[src/rtl/adder_char_pkg.sv]
// Shared widths and state encoding for the adder characterization front end.
package adder_char_pkg;

  localparam int OPERAND_W = 22;
  localparam int FLIT_W    = 2 * OPERAND_W;
  localparam int CNT_W     = 16;

  typedef enum logic [1:0] {
    IDLE = 2'd0,
    SEND = 2'd1,
    GAP  = 2'd2,
    DONE = 2'd3
  } inj_state_t;

endpackage

[src/rtl/char_down_counter.sv]
// Loadable CNT_W-bit down-counter with a zero flag; saturates at zero.
module char_down_counter
  import adder_char_pkg::*;
(
  input  logic             clk,
  input  logic             rst_n,
  input  logic             load,
  input  logic             dec,
  input  logic [CNT_W-1:0] load_val,
  output logic             zero
);

  logic [CNT_W-1:0] count_q;
  logic [CNT_W-1:0] count_d;

  // Load has priority over decrement.
  always_comb begin
    count_d = count_q;
    if (load) begin
      count_d = load_val;
    end else if (dec && (count_q != {CNT_W{1'b0}})) begin
      count_d = count_q - CNT_W'(1);
    end else begin
      count_d = count_q;
    end
  end

  // Counter register.
  always_ff @(posedge clk or negedge rst_n) begin
    if (!rst_n) begin
      count_q <= {CNT_W{1'b0}};
    end else begin
      count_q <= count_d;
    end
  end

  assign zero = (count_q == {CNT_W{1'b0}});

endmodule

[src/rtl/adder_flit_injector.sv]
// Paced flit injector feeding the adder operands as packets separated by idle gaps.
// Optional build macro INJ_ZERO_IDLE_EN clears the operands outside SEND.
module adder_flit_injector
  import adder_char_pkg::*;
#(
  parameter int N        = OPERAND_W,
  parameter int PAYLOAD  = 20,
  parameter int GAP      = 7,
  parameter int NUM_PKTS = 10
) (
  input  logic             clk,
  input  logic             rst_n,
  input  logic             start,
  input  logic             in_valid,
  input  logic [2*N-1:0]   in_data,
  output logic             in_ready,
  output logic [N-1:0]     input1,
  output logic [N-1:0]     input2,
  output logic             op_valid,
  output logic             busy,
  output logic             done,
  output logic [CNT_W-1:0] pkt_cnt,
  output logic [CNT_W-1:0] flit_cnt
);

  generate
    if ((N < 1) || (PAYLOAD < 1) || (PAYLOAD > 65535) || (GAP < 0) || (GAP > 65535) ||
        (NUM_PKTS < 1) || (NUM_PKTS > 65535)) begin : g_bad_param
      $error("adder_flit_injector: parameter out of range");
    end
  endgenerate

  localparam logic [CNT_W-1:0] LAST_FLIT = CNT_W'(PAYLOAD - 1);
  localparam logic [CNT_W-1:0] LAST_PKT  = CNT_W'(NUM_PKTS - 1);
  localparam logic [CNT_W-1:0] GAP_LOAD  = CNT_W'((GAP > 0) ? (GAP - 1) : 0);
  localparam bit               GAP_EN    = (GAP > 0);

  inj_state_t       state_q, state_d;
  logic [N-1:0]     input1_q, input1_d;
  logic [N-1:0]     input2_q, input2_d;
  logic             op_valid_q, op_valid_d;
  logic [CNT_W-1:0] pkt_cnt_q, pkt_cnt_d;
  logic [CNT_W-1:0] flit_cnt_q, flit_cnt_d;
  logic             accept_s;
  logic             gap_load_s;
  logic             gap_dec_s;
  logic             gap_zero_s;

  assign accept_s = in_valid && (state_q == SEND);

  char_down_counter u_gap_timer (
    .clk      (clk),
    .rst_n    (rst_n),
    .load     (gap_load_s),
    .dec      (gap_dec_s),
    .load_val (GAP_LOAD),
    .zero     (gap_zero_s)
  );

  // Next-state, counter and operand logic. The GAP state is package-qualified
  // because the GAP parameter shadows the imported enum literal.
  always_comb begin
    state_d    = state_q;
    input1_d   = input1_q;
    input2_d   = input2_q;
    op_valid_d = 1'b0;
    pkt_cnt_d  = pkt_cnt_q;
    flit_cnt_d = flit_cnt_q;
    gap_load_s = 1'b0;
    gap_dec_s  = 1'b0;
    case (state_q)
      IDLE: begin
        if (start) begin
          state_d    = SEND;
          pkt_cnt_d  = {CNT_W{1'b0}};
          flit_cnt_d = {CNT_W{1'b0}};
        end else begin
          state_d = IDLE;
        end
      end
      SEND: begin
        if (accept_s) begin
          input1_d   = in_data[N-1:0];
          input2_d   = in_data[2*N-1:N];
          op_valid_d = 1'b1;
          if (flit_cnt_q == LAST_FLIT) begin
            flit_cnt_d = {CNT_W{1'b0}};
            pkt_cnt_d  = pkt_cnt_q + CNT_W'(1);
            if (pkt_cnt_q == LAST_PKT) begin
              state_d = DONE;
            end else if (GAP_EN) begin
              state_d    = adder_char_pkg::GAP;
              gap_load_s = 1'b1;
            end else begin
              state_d = SEND;
            end
          end else begin
            flit_cnt_d = flit_cnt_q + CNT_W'(1);
          end
        end else begin
          state_d = SEND;
        end
      end
      adder_char_pkg::GAP: begin
        if (gap_zero_s) begin
          state_d = SEND;
        end else begin
          gap_dec_s = 1'b1;
        end
      end
      DONE: begin
        state_d = IDLE;
      end
      default: begin
        state_d = IDLE;
      end
    endcase
`ifdef INJ_ZERO_IDLE_EN
    // Gated link: operands clear on the edge that leaves SEND.
    if (state_d != SEND) begin
      input1_d = {N{1'b0}};
      input2_d = {N{1'b0}};
    end else begin
      input1_d = input1_d;
      input2_d = input2_d;
    end
`endif
  end

  // State, operand and counter registers.
  always_ff @(posedge clk or negedge rst_n) begin
    if (!rst_n) begin
      state_q    <= IDLE;
      input1_q   <= {N{1'b0}};
      input2_q   <= {N{1'b0}};
      op_valid_q <= 1'b0;
      pkt_cnt_q  <= {CNT_W{1'b0}};
      flit_cnt_q <= {CNT_W{1'b0}};
    end else begin
      state_q    <= state_d;
      input1_q   <= input1_d;
      input2_q   <= input2_d;
      op_valid_q <= op_valid_d;
      pkt_cnt_q  <= pkt_cnt_d;
      flit_cnt_q <= flit_cnt_d;
    end
  end

  assign in_ready = (state_q == SEND);
  assign busy     = (state_q == SEND) || (state_q == adder_char_pkg::GAP);
  assign done     = (state_q == DONE);
  assign input1   = input1_q;
  assign input2   = input2_q;
  assign op_valid = op_valid_q;
  assign pkt_cnt  = pkt_cnt_q;
  assign flit_cnt = flit_cnt_q;

endmodule

[config.mk]
export PLATFORM = sky130hd
export DESIGN_NAME = adder_flit_injector
export DESIGN_NICKNAME = d
export VERILOG_FILES = /design/src/rtl/adder_char_pkg.sv /design/src/rtl/char_down_counter.sv /design/src/rtl/adder_flit_injector.sv
export SDC_FILE = /design/constraint.sdc
export NUM_CORES = 1
export LEC_CHECK = 0
export BUFFER_PORTS_ARGS = -buffer_cell sky130_fd_sc_hd__clkbuf_2
export CAP_MARGIN = 20
export CELL_PAD_IN_SITES_DETAIL_PLACEMENT = 1
export CELL_PAD_IN_SITES_GLOBAL_PLACEMENT = 2
export CORE_ASPECT_RATIO = 2
export CORE_MARGIN = 5
export CORE_UTILIZATION = 30
export DETAILED_ROUTE_END_ITERATION = 16
export GPL_ROUTABILITY_DRIVEN = 0
export PLACE_DENSITY = 0.76
export SLEW_MARGIN = 25
export SYNTH_ARGS = -nofsm -noshare
export SYNTH_HDL_FRONTEND = slang
export SYNTH_HIERARCHICAL = 1
export SYNTH_SLANG_ARGS = --single-unit
[constraint.sdc]
create_clock -name clk -period 2.4 [get_ports clk]
set_clock_uncertainty 0.05 [all_clocks]
set_input_delay 0.12 -clock clk [delete_from_list [all_inputs] [get_ports clk]]
set_output_delay 0.12 -clock clk [all_outputs]
set_load 0.01 [all_outputs]
# Word level (Yosys, flattened, before mapping)
# Index checks and enable logic that the tools add are counted.
[classes]
addsub = 3
n_eq_ne = 10
muxes = 23
reduce_logical = 12
[op_table]
columns = ["cell", "count"]
rows = [
  ["2-to-1 mux 16 bit", 7],
  ["case mux 16 bit (2 select lines)", 2],
  ["adder 16 x 1 -> 16 bit, second input constant", 2],
  ["== test 16 x 4 -> 1 bit, second input constant", 1],
  ["== test 16 x 5 -> 1 bit, second input constant", 1],
  ["logical NOT 16 bit", 1],
  ["nonzero test 16 bit", 1],
  ["subtractor 16 x 1 -> 16 bit, second input constant", 1],
  ["2-to-1 mux 1 bit", 10],
  ["case mux 2 bit (4 select lines)", 1],
  ["2-to-1 mux 2 bit", 3],
  ["== test 2 bit, second input constant", 2],
  ["!= test 2 x 1 -> 1 bit, second input constant", 2],
  ["!= test 2 bit, second input constant", 2],
  ["AND reduction 2 bit", 2],
  ["AND reduction 4 bit", 1],
  ["nonzero test 2 bit", 2],
  ["!= test 3 x 2 -> 1 bit, second input constant", 1],
  ["AND reduction 3 bit", 1],
  ["== test 2 x 1 -> 1 bit, second input constant", 1],
  ["logical AND 1 bit", 2],
  ["logical NOT 2 bit", 1],
  ["logical OR 1 bit", 1],
]
[totals]
reg_bits = 95
in_bits = 48
word_cells = 55

# Longest topological paths before layout
# Gate-level depths: netlist of run 1.
[logic_depth]
depth_word = 6
mapped_depth = 12
mapped_depth_nobuf = 10

# Hierarchy
# Netlist of run 1, hierarchy kept.
[by_module_without_submodules]
columns = ["module", "n_inst", "cells_per_inst", "area_each_um2", "seq_area_each_um2"]
rows = [
  ["adder_flit_injector", 1, 331, 3841.2, 1976.9],
  ["char_down_counter", 1, 124, 1063.5, 400.4],
]

# Worst setup path before layout of run 1
# No wires, ideal clock.
[synth_timing]
path_type = "register to register"
from = "register u_gap_timer.count_q[0]"
to = "register u_gap_timer.count_q[11]"
setup_ns = 0.082
t_arrival_ns = 2.477
t_required_ns = 2.268
setup_slack_ns = -0.209
stages_incl_launch_ff = 11
path_buffers = 0
synth_period_minus_slack_ns = 2.609
path_cell_list = "dfrtp_1 inv_1 ha_1 nor4b_1 nand4_1 inv_1 nor2b_1 nor4b_1 nand2_1 or4_1 a31oi_1"
[synth_between]
elab_chain_len = 5
elab_cells_between_ends = 9
cone_classes = "add/sub (1); mux (4); reduce/logical (4)"
[synth_rtl]
columns = ["item", "line", "text"]
rows = [
  ["start, declared", "char_down_counter.sv:13", "logic [CNT_W-1:0] count_q;"],
  ["start signal, assigned", "char_down_counter.sv:31", "count_q <= {CNT_W{1'b0}};"],
  ["start signal, assigned", "char_down_counter.sv:33", "count_q <= count_d;"],
  ["logical NOT 16 bit", "char_down_counter.sv:37", "assign zero = (count_q == {CNT_W{1'b0}});"],
  ["named net gap_zero_s", "adder_flit_injector.sv:47", "logic gap_zero_s;"],
  ["2-to-1 mux 1 bit", "adder_flit_injector.sv:105", "if (gap_zero_s) begin"],
  ["2-to-1 mux 1 bit", "adder_flit_injector.sv:71", "case (state_q)"],
  ["named net gap_dec_s", "adder_flit_injector.sv:46", "logic gap_dec_s;"],
  ["logical AND 1 bit", "char_down_counter.sv:21", "end else if (dec && (count_q != {CNT_W{1'b0}})) begin"],
  ["nonzero test 2 bit (no line)", "--", ""],
]
# The timed path passes the listed nets, and every way through them passes these cells. The select of a mux whose other input is x is not followed.
# A chain may end at the register's enable or synchronous reset.

# Worst setup path in the final report of run 1
# Same ends and word-level chain as after synthesis.

==> results of run 1 <==
[metrics by stage]
stage / worst slack (ns) / total power, mW / utilization / area [sq um] / std cells
after floorplan: 0.02129 / 3.383 / - / 4975 / 469
after global placement: 0.07798 / 4.295 / 0.3774 / 6108 / 819
after detailed placement: -0.1543 / 4.388 / 0.3774 / 6108 / 819
after CTS: 0.004940 / 5.957 / 0.4269 / 6909 / 884
final: 0.02317 / 5.893 / 0.4318 / 6989 / 890
after global routing: -0.07726 / 6.223 / 0.4318 / 6989 / 890
[cell families (layout without fill, tap and decap cells)]
| group | count (synthesis) | in the layout | share of synthesized area |
|---|---|---|---|
| multiplexers | 50 | 50 | 0.1143 |
| other | 2 | 16 | 0.001531 |
| XOR/XNOR | 4 | 4 | 0.007142 |
| buffers and inverters | 41 | 258 | 0.03877 |
| AO/OA/AOI/OAI | 98 | 98 | 0.1357 |
| AND/OR/NAND/NOR | 157 | 157 | 0.1975 |
| adder cells (fa/ha/maj) | 8 | 8 | 0.02041 |
| flip-flops | 95 | 95 | 0.4847 |
[where the power goes]
part	switching, mW	internal, mW
Clock	0.670	0.824
Combinational	1.18	0.972
Sequential	0.238	2.01
Total	2.09	3.81
[final cells by class]
cell class / instances / area share
Inverter: 15 / 0.008056
Clock buffer: 9 / 0.03222
Tap cell: 204 / 0.03652
Sequential cell: 95 / 0.3401
Clock inverter: 7 / 0.01146
Timing Repair Buffer: 227 / 0.2202
Multi-Input combinational cell: 333 / 0.3514
[sequential cells by signal (all words and copies together) (netlist names)]
name / cells
flit_cnt: 16
pkt_cnt: 16
state_q: 2
input1: 22
op_valid: 1
u_gap_timer/count_q: 16
input2: 22
[layout by cell type, fill, tap and decap left out, drive strengths merged, types with 11 or more instances in the layout]
| cell | Yosys | routed |
|---|---|---|
| conb | 2 | 16 |
| or4 | 15 | 15 |
| mux2 | 45 | 45 |
| inv | 15 | 18 |
| nand4 | 15 | 15 |
| dlygate4sd3 | 0 | 45 |
| nor3 | 13 | 13 |
| a31oi | 21 | 21 |
| nand2 | 25 | 25 |
| clkbuf | 16 | 135 |
| a21oi | 23 | 23 |
| nand3 | 13 | 13 |
| o21ai | 17 | 17 |
| nor4 | 12 | 12 |
| dfrtp | 95 | 95 |
| buf | 10 | 56 |
| nor2 | 21 | 21 |
| o31ai | 11 | 11 |
[what timing repair did]
item,4_1_cts,5_1_grt
endpoints found under the setup margin,6,13
hold buffers,45,0
pin swaps,1,4
hold endpoints to repair,79,0
setup buffers,4,6
resized for setup,3,9
[how the worst max path moves through the flow]
stage / startpoint / end / slack [ns] / cells after the start
after floorplan: u_gap_timer/count_q[0] / u_gap_timer/count_q[11] / 0.02 / 10
after global placement: u_gap_timer/count_q[0] / u_gap_timer/count_q[11] / 0.08 / 10
after detailed placement: u_gap_timer/count_q[0] / u_gap_timer/count_q[11] / -0.15 / 10
after CTS: u_gap_timer/count_q[0] / u_gap_timer/count_q[11] / 0.005 / 10
after global routing: u_gap_timer/count_q[0] / u_gap_timer/count_q[11] / -0.08 / 10
final: u_gap_timer/count_q[0] / u_gap_timer/count_q[11] / 0.02 / 10
[metal layers]
layer,share of wire,track usage,vias up
met5,0,0,-
met4,0.033,0.07577,0
met3,0.028,0.02490,39
met2,0.60,0.3765,116
met1,0.34,0.1797,2348
li1,-,-,2175
[worst max-delay path: stages (launching register included)]
cell and delay [ns]:
dfrtp_1 0.37, inv_2 0.06, ha_4 0.16, nor4b_4 0.13, nand4_1 0.15, inv_2 0.06, nor2b_4 0.16, nor4b_4 0.27
nand2_2 0.13, or4_1 0.56, a31oi_1 0.18
==> flow_summary.json, run 1 <==
{
  "status": "finished clean",
  "fill_cells": 1857,
  "r2r_cells": 10,
  "clk_pin_slew_ns": 0.08,
  "setup_viol": 0,
  "grt_pass1_vias": 5163,
  "yosysMostFrequentCell": "dfrtp_1",
  "wire_per_inst_um": 19.86,
  "r2r_end": "u_gap_timer/count_q[11]",
  "rsz0062_at_grt": "true",
  "layout.nets": 737,
  "ys_top_cells_by_count": "95 x dfrtp_1, 44 x mux2_2, 25 x nand2_1, 23 x a21oi_1, 21 x a31oi_1",
  "drc": 0,
  "r2r_start": "u_gap_timer/count_q[0]",
  "yosys_warnings": 6,
  "hold_violations": 0,
  "hp-class": "in -> reg",
  "cts_max_path_buffers": 2,
  "ant_nets": 0,
  "ys_ff_latch": 95,
  "maxCapViolCount": 0,
  "holdPathEnd": "flit_cnt[1]",
  "multi_input_area_sq_um": 2456,
  "viasPerCell": 5.256,
  "row_count": 66,
  "syn-instance-count": 455,
  "drv_slew": 0,
  "area_growth_pct": 42.50,
  "min-delay-start": "in_valid",
  "die_h_um": 190.8,
  "path_class": "reg -> reg",
  "finalCritPeriodShare": 0.9903,
  "seq_area_frac_synth": 0.4847,
  "start_util": 0.3030,
  "cts.root.buffer_cell": "clkbuf_16",
  "synth_top_area_frac": 0.4847,
  "die_x_um": 100.4,
  "p_leak_nw": 3.100,
  "synth_area_sq_um": 4905,
  "core_sq_um": 16190,
  "worstSkewPairLatency_ns": 0.35,
  "h-tree-depth": 3,
  "async_flop_share": 1.000,
  "firstDrtPassIters": 4,
  "cts_made_buffers": 9,
  "crit_required_ns": 2.62,
  "fmax_mhz": 420.7,
  "end_kind": "flip-flop",
  "syn_area_per_cell_sq_um": 10.78,
  "tightest_slew_ns": 0.5177,
  "tns_ns": 0,
  "synth-edff-count": 0,
  "min_period_ns": 2.377,
  "grt_max_degree": 61,
  "cts_sinks": 95,
  "worstPathMaxFanout": 7,
  "drive_gt1_frac": 0.3878,
  "wirelength_um": 17670,
  "drt_iter0_drc": 125,
  "timing.hold.ws_ns": 0.1029,
  "diodes": 0,
  "grt_overflow": 0,
  "whs_path_depth": 3,
  "maxSlewHeadroom": 0.6549,
  "grt_use_total": 0.1858,
  "register_area_sq_um": 2377,
  "antenna_found_initial": 0,
  "synthFlopType": "dfrtp_1",
  "num_vias": 4678,
  "cellPowerDensity_nw_per_um2": 843.1,
  "grt_first_pass_wirelength_um": 27690,
  "critPathLaunchType": "flip-flop",
  "cts_tree": "built",
  "yosysTopAreaCell": "dfrtp_1",
  "regToRegSetupSlack_ns": 0.02,
  "crit_arrival_ns": 2.60,
  "hpwl_um": 12810,
  "io_buffers": 127,
  "fp.dieArea_sq_um": 19160,
  "ioPinCount": 128,
  "peakVddDrop_mv": 0.4402,
  "synthDistinctLibCells": 60,
  "synthTopCellsByArea": "dfrtp_1 48%, mux2_2 10%, a31oi_1 2.7%"
}
No activity file was read; power rests on OpenSTA's default activity.
==> run 2, diff against run 1 <==
--- a/config.mk
+++ b/config.mk
@@ -5,16 +5,17 @@
 export SDC_FILE = /design/constraint.sdc
 export NUM_CORES = 1
 export LEC_CHECK = 0
+export ABC_AREA = 1
 export BUFFER_PORTS_ARGS = -buffer_cell sky130_fd_sc_hd__clkbuf_2
 export CAP_MARGIN = 20
 export CELL_PAD_IN_SITES_DETAIL_PLACEMENT = 1
 export CELL_PAD_IN_SITES_GLOBAL_PLACEMENT = 2
 export CORE_ASPECT_RATIO = 2
 export CORE_MARGIN = 5
-export CORE_UTILIZATION = 30
+export CORE_UTILIZATION = 27
 export DETAILED_ROUTE_END_ITERATION = 16
 export GPL_ROUTABILITY_DRIVEN = 0
-export PLACE_DENSITY = 0.76
+export PLACE_DENSITY = 0.77
 export SLEW_MARGIN = 25
 export SYNTH_ARGS = -nofsm -noshare
 export SYNTH_HDL_FRONTEND = slang
==> flow_summary.json, run 2 <==
{
  "status": "finished clean",
  "cts.root.buffer_cell": "clkbuf_16",
  "layout_common_cells": "295 x nand2_1, 126 x clkbuf_2, 95 x dfrtp_1",
  "peakVddDrop_mv": 0.5023,
  "fp.dieArea_sq_um": 22350,
  "hold_violations": 0,
  "grt_first_pass_wirelength_um": 29610,
  "synthDistinctLibCells": 35,
  "drv_slew": 0,
  "area_growth_pct": 35.80,
  "setup_viol": 0,
  "cp_slowest_cell": "dfrtp_1",
  "synthFlopType": "dfrtp_1",
  "die_x_um": 108.2,
  "async_flop_share": 1.000,
  "num_vias": 5313,
  "ant_nets": 0,
  "regToRegSetupSlack_ns": 0.24,
  "clk_pin_slew_ns": 0.07,
  "grt_use_total": 0.1722,
  "drt_iter0_drc": 102,
  "crit_arrival_ns": 2.36,
  "tightest_slew_ns": 0.5598,
  "place.detailed.instances": 1118,
  "cts_sinks": 95,
  "crit_path_max_incr_delay_ns": 0.40,
  "io_buffers": 127,
  "syn-instance-count": 713,
  "yosysMostFrequentCell": "nand2_1",
  "grt_overflow": 0,
  "end_kind": "flip-flop",
  "row_count": 72,
  "crit_required_ns": 2.60,
  "viasPerCell": 4.514,
  "rsz0062_at_grt": "false",
  "start_util": 0.2716,
  "post_cts_buffers": 0,
  "hp-class": "in -> reg",
  "synth-edff-count": 0,
  "core_sq_um": 19190,
  "path_class": "reg -> reg",
  "worstPathMaxFanout": 6,
  "stdcell_count": 1177,
  "fmax_mhz": 463.5,
  "final_common_cell": "nand2_1",
  "critPathTopFamily": "simple AND/OR/NAND/NOR gates",
  "cellPowerDensity_nw_per_um2": 963.9,
  "maxCapViolCount": 0,
  "maxSlewHeadroom": 0.6268,
  "firstDrtPassIters": 4,
  "antenna_found_initial": 0,
  "drive_gt1_frac": 0.2277,
  "p_leak_nw": 3.561,
  "synth_top_area_frac": 0.4562,
  "yosysTopAreaCell": "dfrtp_1",
  "syn_area_per_cell_sq_um": 7.309,
  "wirelength_um": 18290,
  "grt_pass1_vias": 5775,
  "ys_ff_latch": 95,
  "ioPinCount": 128,
  "worst-path-buf-inv": 3,
  "drc": 0,
  "h-tree-depth": 3,
  "fill_cells": 2393,
  "crit_chain": "inv_2 > ha_1 > inv_1 > nor2_4 > nand3_2 > nor2_4 > nand2_1 > nor4_4 > nor2_2 > nand2_4 > buf_4 > nand3_1 > nand2_1 > nor2_1",
  "tns_ns": 0,
  "layout.nets": 971,
  "worstSkewPairLatency_ns": 0.36,
  "cts_made_buffers": 9,
  "hpwl_um": 13600,
  "wire_per_inst_um": 15.54,
  "critPathLaunchType": "flip-flop",
  "yosys_warnings": 6,
  "synth_area_sq_um": 5211,
  "cts_tree": "built",
  "diodes": 0,
  "synthTopCellsByArea": "dfrtp_1 46%, nand2_1 21%, nor2_1 6.8%",
  "finalCritPeriodShare": 0.8989,
  "cts_max_path_buffers": 2,
  "grt_max_degree": 50,
  "min_period_ns": 2.157,
  "ys_top_cells_by_count": "295 x nand2_1, 95 x dfrtp_1, 94 x nor2_1, 54 x nand3_1, 38 x inv_1",
  "seq_area_frac_synth": 0.4562,
  "die_h_um": 206.5
}
[run 2: changes by cell type after synthesis, sizes merged, moves of 11 or more]
| cell | delta |
|---|---|
| or4 | -15 |
| inv | +28 |
| o31ai | -11 |
| mux2 | -45 |
| a31oi | -20 |
| nand2 | +278 |
| a21oi | -12 |
| xor2 | +11 |
| nand3 | +45 |
| nor2 | +81 |
[run 2: what timing repair did]
| item | CTS | global route |
|---|---|---|
| endpoints found under the hold margin | 78 | 0 |
| hold buffers | 45 | 0 |
| resized for setup | 0 | 10 |
| setup endpoints to repair | 0 | 16 |
[run 2: metrics by stage]
stage               power [mW]  setup WS, ns  hold slack [ns]  area [sq um]  utilization
CTS                      6.904       0.07588           0.1383          7028       0.3663
detailed placement       5.440       0.09267           0.1131          6315       0.3291
floorplan                4.256        0.1018          -0.2256          5270            -
global route             7.393       0.02053           0.1884          7077       0.3688
global placement         5.398        0.1627           0.1132          6315       0.3291
finish                   6.821        0.2425           0.1490          7077       0.3688
[run 2: report_power, final]
part | internal, mW | leakage, nW | switching [mW]
registers | 2.10 | 1.22 | 0.375
clock network | 0.694 | 0.123 | 0.671
logic | 1.03 | 2.21 | 1.95
total | 3.83 | 3.56 | 2.99
[run 2: logic make-up after synthesis]
| group | Yosys count | share of synthesized area |
|---|---|---|
| other | 2 | 0.001441 |
| buffers and inverters | 64 | 0.05498 |
| adder cells (fa/ha/maj) | 8 | 0.01921 |
| AO/OA/AOI/OAI | 43 | 0.05234 |
| flip-flops | 95 | 0.4562 |
| AND/OR/NAND/NOR | 488 | 0.3940 |
| XOR/XNOR | 13 | 0.02185 |
[run 2: tightest hold or removal path, delay by kind of cell]
family	cells	cell delay (ns)
buffers and inverters	1	0.10
AND/OR/NAND/NOR	4	0.30
[run 2: layout make-up]
type / instances / area [sq um] / area share
multi-input combinational: 568 / 2653 / 0.3748
sequential: 95 / 2377 / 0.3359
timing repair buffer: 197 / 1289 / 0.1821
tap: 259 / 324.1 / 0.04579
clock buffer: 9 / 225.2 / 0.03182
inverter: 44 / 171.4 / 0.02422
clock inverter: 5 / 37.54 / 0.005304
[run 2: final timing paths]
path	depth (start not counted)	endpoint	from
min in group asynchronous	2	flit_cnt[14]	rst_n
hold reg to reg	2	input2[8]	input2[8]
setup / recovery	14	u_gap_timer/count_q[10]	u_gap_timer/count_q[0]
hold / removal	5	state_q[0]	start
setup reg to reg	14	u_gap_timer/count_q[10]	u_gap_timer/count_q[0]
max in group asynchronous	3	u_gap_timer/count_q[4]	rst_n
[run 2: metal layers]
metal  GRT usage  part of all wire
met1      0.1680              0.35
met2      0.3335              0.58
met3     0.03814             0.039
met4     0.08081             0.038
met5           0                 0
